===== src/rtl/ex_mem_reg.sv =====
// EX/MEM pipeline register with valid bit, hold, bubble insert, forwarding tap and bubble counter.
// Latency: 1 cycle from EX inputs to EX_MEM_* outputs; forwarding tap is combinational from registered state.
// Backpressure: stall holds every register; flush overrides stall and squashes the control fields.
module ex_mem_reg #(
    parameter logic [31:0] RESET_PC = 32'h0000_3008,
    parameter int          CNT_W    = 16
) (
    input  logic             clock,
    input  logic             reset,
    input  logic             stall,
    input  logic             flush,
    input  logic             ex_valid,
    input  logic [1:0]       LS_bit,
    input  logic             MemtoReg,
    input  logic             MemWrite,
    input  logic             RegWrite,
    input  logic             PctoReg,
    input  logic [31:0]      alu_result,
    input  logic [31:0]      store_data,
    input  logic [4:0]       write_reg,
    input  logic [31:0]      ID_EX_pc_add_out,
    output logic             EX_MEM_valid,
    output logic [1:0]       EX_MEM_LS_bit,
    output logic             EX_MEM_MemtoReg,
    output logic             EX_MEM_MemWrite,
    output logic             EX_MEM_RegWrite,
    output logic             EX_MEM_PctoReg,
    output logic [31:0]      EX_MEM_alu_result,
    output logic [31:0]      EX_MEM_store_data,
    output logic [4:0]       EX_MEM_write_reg,
    output logic [31:0]      EX_MEM_pc_add_out,
    output logic             fwd_valid,
    output logic [4:0]       fwd_reg,
    output logic [31:0]      fwd_data,
    output logic [CNT_W-1:0] bubble_cnt
);

    // A bubble enters MEM when flushing, or when loading a non-valid EX slot.
    // Stalled cycles load nothing and so are never counted.
    logic bubble_in;
    assign bubble_in = flush | (~stall & ~ex_valid);

    // Control fields: cleared on reset and flush, held on stall, loaded otherwise.
    // Write enables are gated by ex_valid so a non-valid slot cannot write state.
    always_ff @(posedge clock) begin
        if (!reset) begin
            EX_MEM_valid    <= 1'b0;
            EX_MEM_LS_bit   <= 2'b00;
            EX_MEM_MemtoReg <= 1'b0;
            EX_MEM_MemWrite <= 1'b0;
            EX_MEM_RegWrite <= 1'b0;
            EX_MEM_PctoReg  <= 1'b0;
        end else if (flush) begin
            EX_MEM_valid    <= 1'b0;
            EX_MEM_LS_bit   <= 2'b00;
            EX_MEM_MemtoReg <= 1'b0;
            EX_MEM_MemWrite <= 1'b0;
            EX_MEM_RegWrite <= 1'b0;
            EX_MEM_PctoReg  <= 1'b0;
        end else if (!stall) begin
            EX_MEM_valid    <= ex_valid;
            EX_MEM_LS_bit   <= LS_bit;
            EX_MEM_MemtoReg <= MemtoReg;
            EX_MEM_MemWrite <= MemWrite & ex_valid;
            EX_MEM_RegWrite <= RegWrite & ex_valid;
            EX_MEM_PctoReg  <= PctoReg;
        end
    end

    // Data fields: reset to known values, untouched by flush (the cleared valid
    // bit already makes them inert), held on stall, loaded otherwise.
    always_ff @(posedge clock) begin
        if (!reset) begin
            EX_MEM_alu_result <= 32'h0;
            EX_MEM_store_data <= 32'h0;
            EX_MEM_write_reg  <= 5'd0;
            EX_MEM_pc_add_out <= RESET_PC;
        end else if (!flush && !stall) begin
            EX_MEM_alu_result <= alu_result;
            EX_MEM_store_data <= store_data;
            EX_MEM_write_reg  <= write_reg;
            EX_MEM_pc_add_out <= ID_EX_pc_add_out;
        end
    end

    // Saturating debug counter of bubble cycles entering MEM.
    always_ff @(posedge clock) begin
        if (!reset) begin
            bubble_cnt <= '0;
        end else if (bubble_in && (bubble_cnt != {CNT_W{1'b1}})) begin
            bubble_cnt <= bubble_cnt + 1'b1;
        end
    end

    // Forwarding tap built only from registered state. Loads still report valid;
    // load-use stalls are the hazard unit's job. Writes to $zero are never forwarded.
    always_comb begin
        fwd_valid = EX_MEM_valid & EX_MEM_RegWrite & (EX_MEM_write_reg != 5'd0);
        fwd_reg   = EX_MEM_write_reg;
        fwd_data  = EX_MEM_PctoReg ? EX_MEM_pc_add_out : EX_MEM_alu_result;
    end

endmodule


===== config.mk =====
export PLATFORM = sky130hd
export DESIGN_NAME = ex_mem_reg
export DESIGN_NICKNAME = d
export VERILOG_FILES = /design/src/rtl/ex_mem_reg.sv
export SDC_FILE = /design/constraint.sdc
export NUM_CORES = 1
export LEC_CHECK = 0
export ABC_AREA = 1
export CAP_MARGIN = 20
export CORE_MARGIN = 1
export CORE_UTILIZATION = 39
export DETAILED_ROUTE_END_ITERATION = 7
export GPL_ROUTABILITY_DRIVEN = 0
export HOLD_SLACK_MARGIN = 0.03
export PLACE_DENSITY = 0.81
export SYNTH_ARGS = -nofsm -noshare
export SYNTH_HDL_FRONTEND = slang
export SYNTH_SLANG_ARGS = --single-unit
export TNS_END_PERCENT = 5

===== constraint.sdc =====
create_clock -name clock -period 1.9 [get_ports clock]
set_clock_uncertainty 0.2 [all_clocks]
set_input_delay 0.38 -clock clock [delete_from_list [all_inputs] [get_ports clock]]
set_output_delay 0.38 -clock clock [all_outputs]
set_load 0.005 [all_outputs]

==> results of run 1 <==
==> kinds of logic (layout without fill, tap and decap cells) <==
group                      count (synthesis)  in the layout  synth area share (%)
adders and majority gates                  1              1                 0.246
and+or+nand+nor                          304            304                  24.0
DFF                                      124            124                  48.8
AOI/OAI and AO/OA                        182            182                  18.2
xor gates and xnor gates                   1              1                 0.172
buffers and inverters                    103            397                  8.59
==> area by class of cell <==
class	count	area (um2)	share of cell area [%]
clock buffer	26	509	5.69
clock inverter	6	82.6	0.923
inverter	55	209	2.34
multi-input combinational	488	2280	25.5
sequential	124	2540	28.4
tap	172	215	2.41
timing repair buffer	310	3110	34.8
==> cells in the final DEF, fill, tap and decap left out, drive strengths merged <==
cell type / netlist / final
clkdlybuf4s50: 0 / 197
nor2: 182 / 182
o21ai: 134 / 134
dfxtp: 124 / 124
nand2: 95 / 95
buf: 20 / 69
inv: 55 / 55
a21oi: 47 / 47
dlymetal6s2s: 0 / 33
clkbuf: 28 / 28
nand3: 23 / 23
dlygate4sd2: 0 / 9
clkinv: 0 / 3
nand4: 3 / 3
bufinv: 0 / 2
nor3: 1 / 1
o21bai: 1 / 1
xor2: 1 / 1
ha: 1 / 1
clkinvlp: 0 / 1
==> stage by stage <==
| stage | instances | power (mW) | cell area [um2] |
|---|---|---|---|
| 6_report | 1181 | 7.19 | 8950 |
| 5_1_grt | 1181 | 7.48 | 8950 |
| 4_1_cts | 1178 | 7.22 | 8740 |
| 3_5_place_dp | 1137 | 4.01 | 8080 |
| 3_3_place_gp | 1137 | 3.99 | 8080 |
| 2_1_floorplan | 715 | 3.23 | 5080 |
==> cells in the mapped netlist <==
master / count / share of area, %
buf_2: 13 / 1.3
buf_6: 2 / 0.44
buf_4: 5 / 0.74
nand2_1: 90 / 6.6
nand4_2: 1 / 0.25
xor2_1: 1 / 0.17
clkbuf_1: 28 / 2.1
ha_1: 1 / 0.25
inv_2: 4 / 0.30
nor2_4: 2 / 0.44
nand4_1: 2 / 0.25
o21ai_0: 131 / 13
o21bai_4: 1 / 0.37
dfxtp_1: 124 / 49
nand3_2: 1 / 0.20
a21oi_1: 47 / 4.6
nor3_1: 1 / 0.098
nor2_1: 179 / 13
nand2_2: 5 / 0.62
nand3_1: 22 / 2.2
inv_1: 51 / 3.8
nor2_2: 1 / 0.12
o21ai_1: 3 / 0.30
==> where the power goes <==
group | switching, mW | internal [mW] | leakage (nW)
clock network | 1.13 | 2.10 | 0.290
registers | 0.102 | 2.76 | 1.04
logic | 0.449 | 0.657 | 2.96
total | 1.68 | 5.51 | 4.28
==> layer usage <==
layer	vias to the layer above	global-route usage, %
li1	2856	-
met1	2666	29.5
met2	233	47.0
met3	27	8.82
met4	0	10.4
met5	-	0
==> path summary, 6_finish.rpt <==
check | slack [ns] | startpoint | to | cells past startpoint
setup / recovery | -0.07 | EX_MEM_PctoReg | fwd_data[16] | 5
hold / removal | 0.15 | reset | bubble_cnt[9] | 3
setup reg to reg | 0.17 | bubble_cnt[1] | bubble_cnt[14] | 8
hold reg to reg | 0.26 | EX_MEM_alu_result[25] | EX_MEM_alu_result[25] | 2
==> worst min-delay path: stages <==
cell and delay (ns):
buf_2 0.16, inv_1 0.13, nor2_1 0.06
==> repair_timing <==
item	in CTS	in global routing
setup endpoints to repair	66	75
pin swaps	13	4
resized for setup	191	89
buffers inserted	6	2
gates cloned	3	1
==> summary.md, run 1 <==
| Metric | Value |
|---|---|
| Hold Slack | `roughly 0.15 ns` |
| Filler cells | `1032` |
| Min cycle time layout | `1.97 ns` |
| PortBufs | `about 270` |
| Core Region | `12700 um2` |
| Via count | `5782` |
| Detailed-route DRC error count | `0` |
| Die Ht | `approximately 120 um` |
| H-tree levels | `4` |
| HP Class | `in2reg` |
| Mapped Nets | `slightly above 800` |
| # nets final | `about 1100` |
| Row count | `roughly 40` |
| Startpoint Class | `flip-flop` |
| Routed WL per cell | `15.5 um` |
| Metal-1 WL | `7140 um` |
| Delay-heaviest family, CP | `buffers and inverters` |
| Total track usage | `26.6%` |
| Vias in the first global route | `5443` |
| Pre-CTS WS | `-0.162 ns` |
| Top Metal Used | `met4` |
| Die area | `13500 um2` |
| WP buf/inv | `3` |
| Syn_area_per_cell | `around 7.1 um2` |
| Ratio of cells with drive above 1 in the final layout | `between 10% and 20%` |
| Worst EP required | `between 1 and 1.5 ns` |
| Outcome | `complete, but fails checks` |
| CTS clk-pin slew, worst paths | `0.05 ns` |
| Largest net degree at the start of global routing | `59` |
| Peak supply drop | `~500 uV` |
| Leak | `4.28 nW` |
| Congestion Overflow GR | `0` |
| Root buf cell | `clkbuf_16` |
| Achievable Freq | `507 MHz` |
| Netlist Area Pre-Place | `just over 5000 um2` |
| Critical Path AT | `1.39 ns` |
| # diodes | `0` |
| CP max stage delay | `around 0.42 ns` |
| Avg Vias per Cell | `4.90` |
| Failing checks | `negative setup slack` |
| Die Span X | `116 um` |
| Slew @ Worst Pin | `0.380 ns` |
| Count of different cell masters after synthesis | `23` |
| Max_slew headroom | `74.6%` |
| Final ANT Viol Nets | `0` |
| HPWL Detailed | `12000 um` |
| Final Max Slew Viols | `0` |
| 1st-pass router iterations | `5` |
| Slowest cell on crit path | `dfxtp_4` |
| Final Hold Fails | `0` |
| Worst setup path class | `reg2out` |
| #FFs+latches synth | `around 120` |
| Crit-path cells | `buf_6 -> buf_12 -> nand2_2 -> o21ai_1 -> buf_2` |
| Drt first-iter violations | `between 300 and 400` |
| Metal2 WL | `9310 um` |
| Hold_buf cts | `0` |
| Final Core Density | `70.6%` |
| RSZ-0062 raised after global routing | `true` |
| Setup violations, final | `19` |
| Seq/Total Area, Yosys | `around 49%` |
| First-pass GRT wire length | `27300 um` |
| Met3 WL | `1520 um` |
| Post-Synthesis Cells | `715` |
| Max Buffers Root-to-Sink | `2` |
| Crit path max fanout | `7` |
| Initial core utilization | `40.1%` |
| Fin crit share | `104%` |
| Max-Cap Viols | `0` |
| Min setup slack post-route | `-0.0739 ns` |
| Initial antenna violation count | `0` |
| Regs by FF count | `EX_MEM_alu_result (32), EX_MEM_pc_add_out (32), EX_MEM_store_data (32)` |
| Clock latency reported for the late side of the worst-skew pair | `0.41 ns` |
| Power Density | `804 nW/um2` |
| Cts bufs inserted | `17` |
| Critical path capture point type | `output pin` |
| CTS tree | `yes` |
| I/O pins | `274` |
| Area Growth Syn to Fin | `76.0%` |
| Synth warn | `0` |
| Num Clock Sinks | `about 120` |
| Setup TNS Final | `-0.805 ns` |
| Final wirelength | `18300 um` |
(Power assumes the default switching activity.)
==> inputs of run 2 (changes only) <==
Settings changed: ABC_AREA 1 to unset, PLACE_DENSITY 0.81 to 0.82.
==> run 2 against run 1 <==
  * The flow still finishes with violations (negative setup slack)
  * Critical path type unchanged
  * Count of clock-buffer cells in the layout fell by 1
  * Maximum frequency fell by 8.0%
  * Sequential power fell by 2%
==> summary.md, run 2 <==
| Metric | Value |
|---|---|
| Top cells by area, synth | `dfxtp_1, nand2_1, a21oi_1` |
| Most numerous cell in the Yosys netlist | `nand2_1` |
| Ratio of cells with drive above 1 in the final layout | `19.8% (+1.8 points)` |
| R2R Setup Slk | `0.10 ns (-0.07 ns)` |
| Vias in the first global route | `5065 (-6.9%)` |
| Total power | `6.82 mW (-5.1%)` |
| Worst Setup EP | `fwd_data[30]` |
| Hold_buf cts | `0 (unchanged)` |
| Initial core utilization | `39.9% (-0.25 points)` |
| Commonest non-fill, non-tap cell in the layout | `nand2_1` |
| Largest net degree at the start of global routing | `53 (-10%)` |
| Commonest cells after routing, fill and taps aside | `nand2_1, clkdlybuf4s50_1, a21oi_1` |
| Filler cells | `929 (-10%)` |
| Min setup slack post-route | `-0.247 ns (-0.173 ns)` |
| I/O pins | `274 (unchanged)` |
| Post-synthesis simple-gate area fraction | `23.4% (-0.55 points)` |
| Final Hold Fails | `0 (unchanged)` |
| Avg Vias per Cell | `5.00 (+2.0%)` |
| Num Clock Sinks | `124 (unchanged)` |
| Seq/Total Area, Yosys | `49.5% (+0.71 points)` |
| # diodes | `0 (unchanged)` |
| R2R Path End | `bubble_cnt[12]` |
| Reg-to-Reg Start | `bubble_cnt[0]` |
| Worst setup path start | `EX_MEM_PctoReg` |
| CTS clk-pin slew, worst paths | `0.05 ns (about the same)` |
| Slew @ Worst Pin | `0.399 ns (+0.0186 ns)` |
| Reg area | `2540 um2 (about the same)` |
| Die area | `13300 um2 (-1.4%)` |
| Placed Cells | `1042 (-8.4%)` |
| Critical Path AT | `1.57 ns (+0.18 ns)` |
| HPWL Detailed | `11600 um (-3.2%)` |
| Largest family of logic cells by synthesized area | `simple AND/OR/NAND/NOR gates` |
| Achievable Freq | `466 MHz (-8.0%)` |
| Failing checks | `negative setup slack` |
| Drt first-iter violations | `414 (+31%)` |
| CTS tree | `yes` |
| Post-Synthesis Cells | `604 (-16%)` |
| Synth warn | `0 (unchanged)` |
| Cell Count, Final, Fillers Out | `1079 (-8.6%)` |
| Row count | `41 (unchanged)` |
| Worst setup path class | `reg2out` |
| PortBufs | `273 (unchanged)` |
| Netlist Area Pre-Place | `5010 um2 (-1.4%)` |
| Delay-heaviest family, CP | `buffers and inverters` |
| Final Core Density | `70.9% (+0.26 points)` |
| Critical path's most frequent cell | `buf_6` |
| Die Span X | `115 um (-0.71%)` |
| Ys async rst share | `0% (unchanged)` |
| Max-Cap Viols | `0 (unchanged)` |
| Area Growth Syn to Fin | `77.7%` |
| Fin crit share | `113% (+9.1 points)` |
| Regs by FF count | `EX_MEM_alu_result (32), EX_MEM_pc_add_out (32), EX_MEM_store_data (32)` |
| Peak supply drop | `536 uV (+9.4%)` |
| Synth cell count leaders | `nand2_1, dfxtp_1, a21oi_1` |
| WP depth | `5 (unchanged)` |
| Congestion Overflow GR | `0 (unchanged)` |
| Leak | `3.85 nW (-10%)` |
| CP max stage delay | `0.36 ns (-0.06 ns)` |
| Startpoint Class | `flip-flop` |
| Outcome | `complete, but fails checks` |
| Root buf cell | `clkbuf_16` |
| Clock latency reported for the late side of the worst-skew pair | `0.41 ns (about the same)` |
| 1st-pass router iterations | `5 (unchanged)` |
| # nets final | `1008 (-9.1%)` |
| Mapped Nets | `717 (-13%)` |
| Power Density | `766 nW/um2 (-4.7%)` |
| Die Ht | `115 um (-0.71%)` |
| Initial antenna violation count | `1 (+1)` |
| Critical path capture point type | `output pin` |
| Min cycle time layout | `2.15 ns (+0.173 ns)` |
| Syn_area_per_cell | `8.30 um2 (+17%)` |
| Final Max Slew Viols | `0 (unchanged)` |
| Routed WL per cell | `16.2 um (+4.5%)` |
| Crit-path cells | `buf_6 -> buf_8 -> buf_12 -> mux2_4 -> buf_6` |
| Core Region | `12600 um2 (-0.81%)` |
| Slowest cell on crit path | `dfxtp_4` |
| Max_slew headroom | `73.2% (-1.4 points)` |
| Multi-input gate area | `2410 um2 (+6.0%)` |
| EDFF count, synth | `0 (unchanged)` |
| H-tree levels | `4 (unchanged)` |
| Setup TNS Final | `-4.96 ns (-4.15 ns)` |
| Mux contribution to synthesized area | `9.59% (+9.6 points)` |
| Top FF cell, synth | `dfxtp_1` |
| Reg2Reg Depth | `5 (-3)` |
| Final ANT Viol Nets | `0 (unchanged)` |
| #FFs+latches synth | `124 (unchanged)` |
| Via count | `5390 (-6.8%)` |
| Synth Area in Compound Gates | `12.9% (-5.3 points)` |
| Share of Yosys cell area claimed by the top area cell type | `49.5% (+0.71 points)` |
| Count of different cell masters after synthesis | `45 (+96%)` |
| Crit path max fanout | `5 (-2)` |
| First-pass GRT wire length | `25900 um (-5.1%)` |
| Synth Area in XOR/XNOR | `0% (-0.17 points)` |
| Post-Synth Adder-Cell Area | `0.250% (+0.0036 points)` |
| HP Class | `reg2reg` |
| Setup violations, final | `33 (+14)` |
| Cts bufs inserted | `17 (unchanged)` |
| Total track usage | `25.6% (-0.98 points)` |
| Max Buffers Root-to-Sink | `2 (unchanged)` |
| Worst EP required | `1.32 ns (about the same)` |
| WP buf/inv | `4 (+1)` |
| Final wirelength | `17400 um (-4.5%)` |
| Synth area leader | `dfxtp_1` |
| RSZ-0062 raised after global routing | `true` |
| Detailed-route DRC error count | `0 (unchanged)` |
[run 2: cell count changes after synthesis, sizes merged, moves of 3 or more]
cell | previous run | this run
nor4 | 0 | 7
nand3 | 23 | 7
nor2 | 182 | 11
mux2 | 0 | 32
or3 | 0 | 3
nand2 | 95 | 213
a21oi | 47 | 104
mux2i | 0 | 12
inv | 55 | 0
nand2b | 0 | 9
a311oi | 0 | 3
o21ai | 134 | 2
[run 2: cells by family after synthesis]
| family | Yosys count |
|---|---|
| buffers and inverters | 47 |
| flip-flops | 124 |
| multiplexers | 44 |
| AO/OA/AOI/OAI | 120 |
| adder cells (fa/ha/maj) | 1 |
| AND/OR/NAND/NOR | 268 |
[run 2: cell type report]
type	instances	share of cell area, %
Clock inverter	6	0.674
Timing Repair Buffer	318	35.5
Tap cell	172	2.42
Multi-Input combinational cell	433	27.1
Inverter	1	0.0562
Sequential cell	124	28.6
Clock buffer	25	5.67
[run 2: worst min path at each step]
stage	startpoint	end	depth (start not counted)
CTS	EX_MEM_store_data[28]	EX_MEM_store_data[28]	2
floorplan	EX_MEM_store_data[0]	EX_MEM_store_data[0]	2
global route	EX_MEM_store_data[12]	EX_MEM_store_data[12]	2
detailed placement	EX_MEM_store_data[12]	EX_MEM_store_data[12]	2
global placement	EX_MEM_store_data[24]	EX_MEM_store_data[24]	2
finish	EX_MEM_store_data[12]	EX_MEM_store_data[12]	2
[run 2: what timing repair did]
action / in CTS / in global routing
pin swaps: 0 / 1
gates resized for setup: 186 / 62
gates cloned: 3 / 0
setup endpoints to repair: 79 / 66
buffers inserted: 5 / 0
[run 2: report_power, final]
group / internal (mW) / switching (mW) / total, mW
sequential: 2.71 / 0.0786 / 2.79
clock: 1.96 / 1.11 / 3.07
combinational: 0.593 / 0.376 / 0.968
[run 2: per-layer routing]
metal	global-route usage (%)	vias to the layer above	routed length (um)
li1	-	2607	-
met1	26.7	2494	6370
met2	46.6	258	9050
met3	8.75	29	1650
met4	11.0	2	358
met5	0	-	10
[run 2: metrics by stage]
stage	hold WS [ns]	area, um2	setup slack (ns)
6_report	0.251	8910	-0.247
5_1_grt	0.273	8910	-0.291
4_1_cts	0.253	8890	-0.285
3_5_place_dp	0.246	8130	-0.277
3_3_place_gp	0.240	8130	-0.251
2_1_floorplan	0.253	5010	0.0570
[run 2: worst register-to-register path, delay by kind of cell, from the launching register on]
family / cells / cell delay, ns
AO/OA/AOI/OAI: 1 / 0.23
adder cells (fa/ha/maj): 1 / 0.25
flip-flops: 1 / 0.33
AND/OR/NAND/NOR: 3 / 0.70
==> inputs of run 3 (changes only) <==
Settings changed: PLACE_DENSITY 0.82 to 0.85.
==> run 3 against run 2 <==
  * The run still ends with negative setup slack left
  * Non-clock buffer count increased by 8
  * Combinational power increased by 4%
  * Critical path depth unchanged
  * Maximum frequency decreased by 4.3%
  * Final cell count increased by 0.83%
  * Via count increased by 3.2%
  * Register-to-register slack about the same
  * Wire length increased by 7.3%
  * Global-route usage increased by 1.1 points
  * Sequential cell count unchanged
==> summary.md, run 3 (synthesis gave the netlist of run 2 again) <==
| Metric | Value |
|---|---|
| Worst setup path start | `EX_MEM_PctoReg` |
| CP max stage delay | `0.44 ns (+0.08 ns)` |
| R2R Path End | `bubble_cnt[13]` |
| Cell Count, Final, Fillers Out | `1088 (+0.83%)` |
| HPWL Detailed | `12000 um (+3.6%)` |
| Min cycle time layout | `2.24 ns (+0.0962 ns)` |
| Regs by FF count | `EX_MEM_alu_result (32), EX_MEM_pc_add_out (32), EX_MEM_store_data (32)` |
| # diodes | `0 (unchanged)` |
| Detailed-route DRC error count | `0 (unchanged)` |
| Area Growth Syn to Fin | `82.4%` |
| Setup TNS Final | `-8.07 ns (-3.12 ns)` |
| Row count | `41 (unchanged)` |
| Min setup slack post-route | `-0.343 ns (-0.0962 ns)` |
| Drt first-iter violations | `288 (-30%)` |
| Leak | `4.03 nW (+4.5%)` |
| Critical path capture point type | `output pin` |
| R2R Setup Slk | `0.10 ns (about the same)` |
| Worst EP required | `1.32 ns (about the same)` |
| Fin crit share | `118% (+5.1 points)` |
| Max Buffers Root-to-Sink | `2 (unchanged)` |
| Clock latency reported for the late side of the worst-skew pair | `0.41 ns (about the same)` |
| Failing checks | `negative setup slack` |
| Worst Setup EP | `fwd_data[21]` |
| 1st-pass router iterations | `5 (unchanged)` |
| First-pass GRT wire length | `26800 um (+3.5%)` |
| CTS clk-pin slew, worst paths | `0.06 ns (about the same)` |
| Final wirelength | `18700 um (+7.3%)` |
| Slowest cell on crit path | `dfxtp_4` |
| Slew @ Worst Pin | `0.361 ns (-0.0375 ns)` |
| Final ANT Viol Nets | `0 (unchanged)` |
| H-tree levels | `4 (unchanged)` |
| Ratio of cells with drive above 1 in the final layout | `22.5% (+2.6 points)` |
| HP Class | `reg2reg` |
| Achievable Freq | `446 MHz (-4.3%)` |
| Congestion Overflow GR | `0 (unchanged)` |
| Root buf cell | `clkbuf_16` |
| Startpoint Class | `flip-flop` |
| Num Clock Sinks | `124 (unchanged)` |
| Commonest non-fill, non-tap cell in the layout | `nand2_1` |
| Initial antenna violation count | `0 (-1)` |
| Setup violations, final | `34 (+3.0%)` |
| Max-Cap Viols | `0 (unchanged)` |
| CTS tree | `yes` |
| Hold_buf cts | `0 (unchanged)` |
| Reg-to-Reg Start | `bubble_cnt[0]` |
| Total power | `6.96 mW (+2.0%)` |
| I/O pins | `274 (unchanged)` |
| Die area | `13300 um2 (unchanged)` |
| WP buf/inv | `4 (unchanged)` |
| Avg Vias per Cell | `5.11 (+2.3%)` |
| Total track usage | `26.8% (+1.1 points)` |
| Crit-path cells | `buf_12 -> buf_16 -> buf_6 -> mux2_4 -> buf_2` |
| Vias in the first global route | `5248 (+3.6%)` |
| Initial core utilization | `39.9% (unchanged)` |
| Crit path max fanout | `5 (unchanged)` |
| Final Max Slew Viols | `0 (unchanged)` |
| # nets final | `1016 (+0.79%)` |
| Die Span X | `115 um (unchanged)` |
| Via count | `5562 (+3.2%)` |
| Routed WL per cell | `17.2 um (+6.5%)` |
| Placed Cells | `1036 (-0.58%)` |
| Power Density | `761 nW/um2 (-0.66%)` |
| RSZ-0062 raised after global routing | `true` |
| WP depth | `5 (unchanged)` |
| Outcome | `complete, but fails checks` |
| Largest net degree at the start of global routing | `59 (+11%)` |
| Final Hold Fails | `0 (unchanged)` |
| Commonest cells after routing, fill and taps aside | `nand2_1, clkdlybuf4s50_1, a21oi_1` |
| Peak supply drop | `629 uV (+17%)` |
| PortBufs | `273 (unchanged)` |
| Cts bufs inserted | `17 (unchanged)` |
| Reg2Reg Depth | `5 (unchanged)` |
| Core Region | `12600 um2 (unchanged)` |
| Die Ht | `115 um (unchanged)` |
| Max_slew headroom | `75.7% (+2.6 points)` |
| Critical Path AT | `1.66 ns (+0.09 ns)` |
| Worst setup path class | `reg2out` |
| Delay-heaviest family, CP | `buffers and inverters` |
run 3: final cells by class:
class	count	area, um2
clock buffers	20	457
repair buffers	326	3350
multi-input cells	433	2440
flip-flops and latches	124	2560
clock inverters	12	121
fillers	869	3420
inverters	1	5.00
well taps	172	215
run 3: worst min path at each step:
stage | startpoint | cells after the start | slack (ns) | endpoint
global route | EX_MEM_store_data[5] | 2 | 0.26 | EX_MEM_store_data[5]
global placement | EX_MEM_store_data[20] | 2 | 0.24 | EX_MEM_store_data[20]
finish | EX_MEM_store_data[10] | 2 | 0.25 | EX_MEM_store_data[10]
floorplan | EX_MEM_store_data[0] | 2 | 0.25 | EX_MEM_store_data[0]
CTS | EX_MEM_store_data[15] | 2 | 0.25 | EX_MEM_store_data[15]
detailed placement | EX_MEM_store_data[29] | 2 | 0.25 | EX_MEM_store_data[29]
run 3: through the flow:
step | hold WS, ns | area, um2 | setup slack, ns | util (%)
floorplan | 0.253 | 5010 | 0.0570 | -
global placement | 0.240 | 8100 | -0.314 | 64.4
detailed placement | 0.246 | 8100 | -0.364 | 64.4
CTS | 0.253 | 9000 | -0.330 | 71.6
global route | 0.265 | 9140 | -0.375 | 72.8
finish | 0.249 | 9140 | -0.343 | 72.8
run 3: layer usage:
layer | global-route usage [%] | vias up | share of wire (%)
li1 | - | 2628 | -
met1 | 28.4 | 2611 | 37
met2 | 45.9 | 258 | 50
met3 | 8.07 | 65 | 8.1
met4 | 17.7 | 0 | 4.8
met5 | 0 | - | 0
run 3: power by group:
part | total (mW) | switching, mW | internal [mW]
sequential | 2.79 | 0.0846 | 2.71
clock | 3.16 | 1.17 | 1.98
combinational | 1.01 | 0.391 | 0.617
run 3: repair_timing:
| item | in CTS | in global routing |
|---|---|---|
| gates cloned | 3 | 0 |
| pin swaps | 1 | 1 |
| setup buffers | 16 | 1 |
| setup endpoints to repair | 79 | 79 |
| resized for setup | 222 | 71 |
run 3: worst min-delay path, stage by stage (launching register included):
cell,delay [ns]
dfxtp_1,0.30
nand2_1,0.05
a21oi_1,0.05
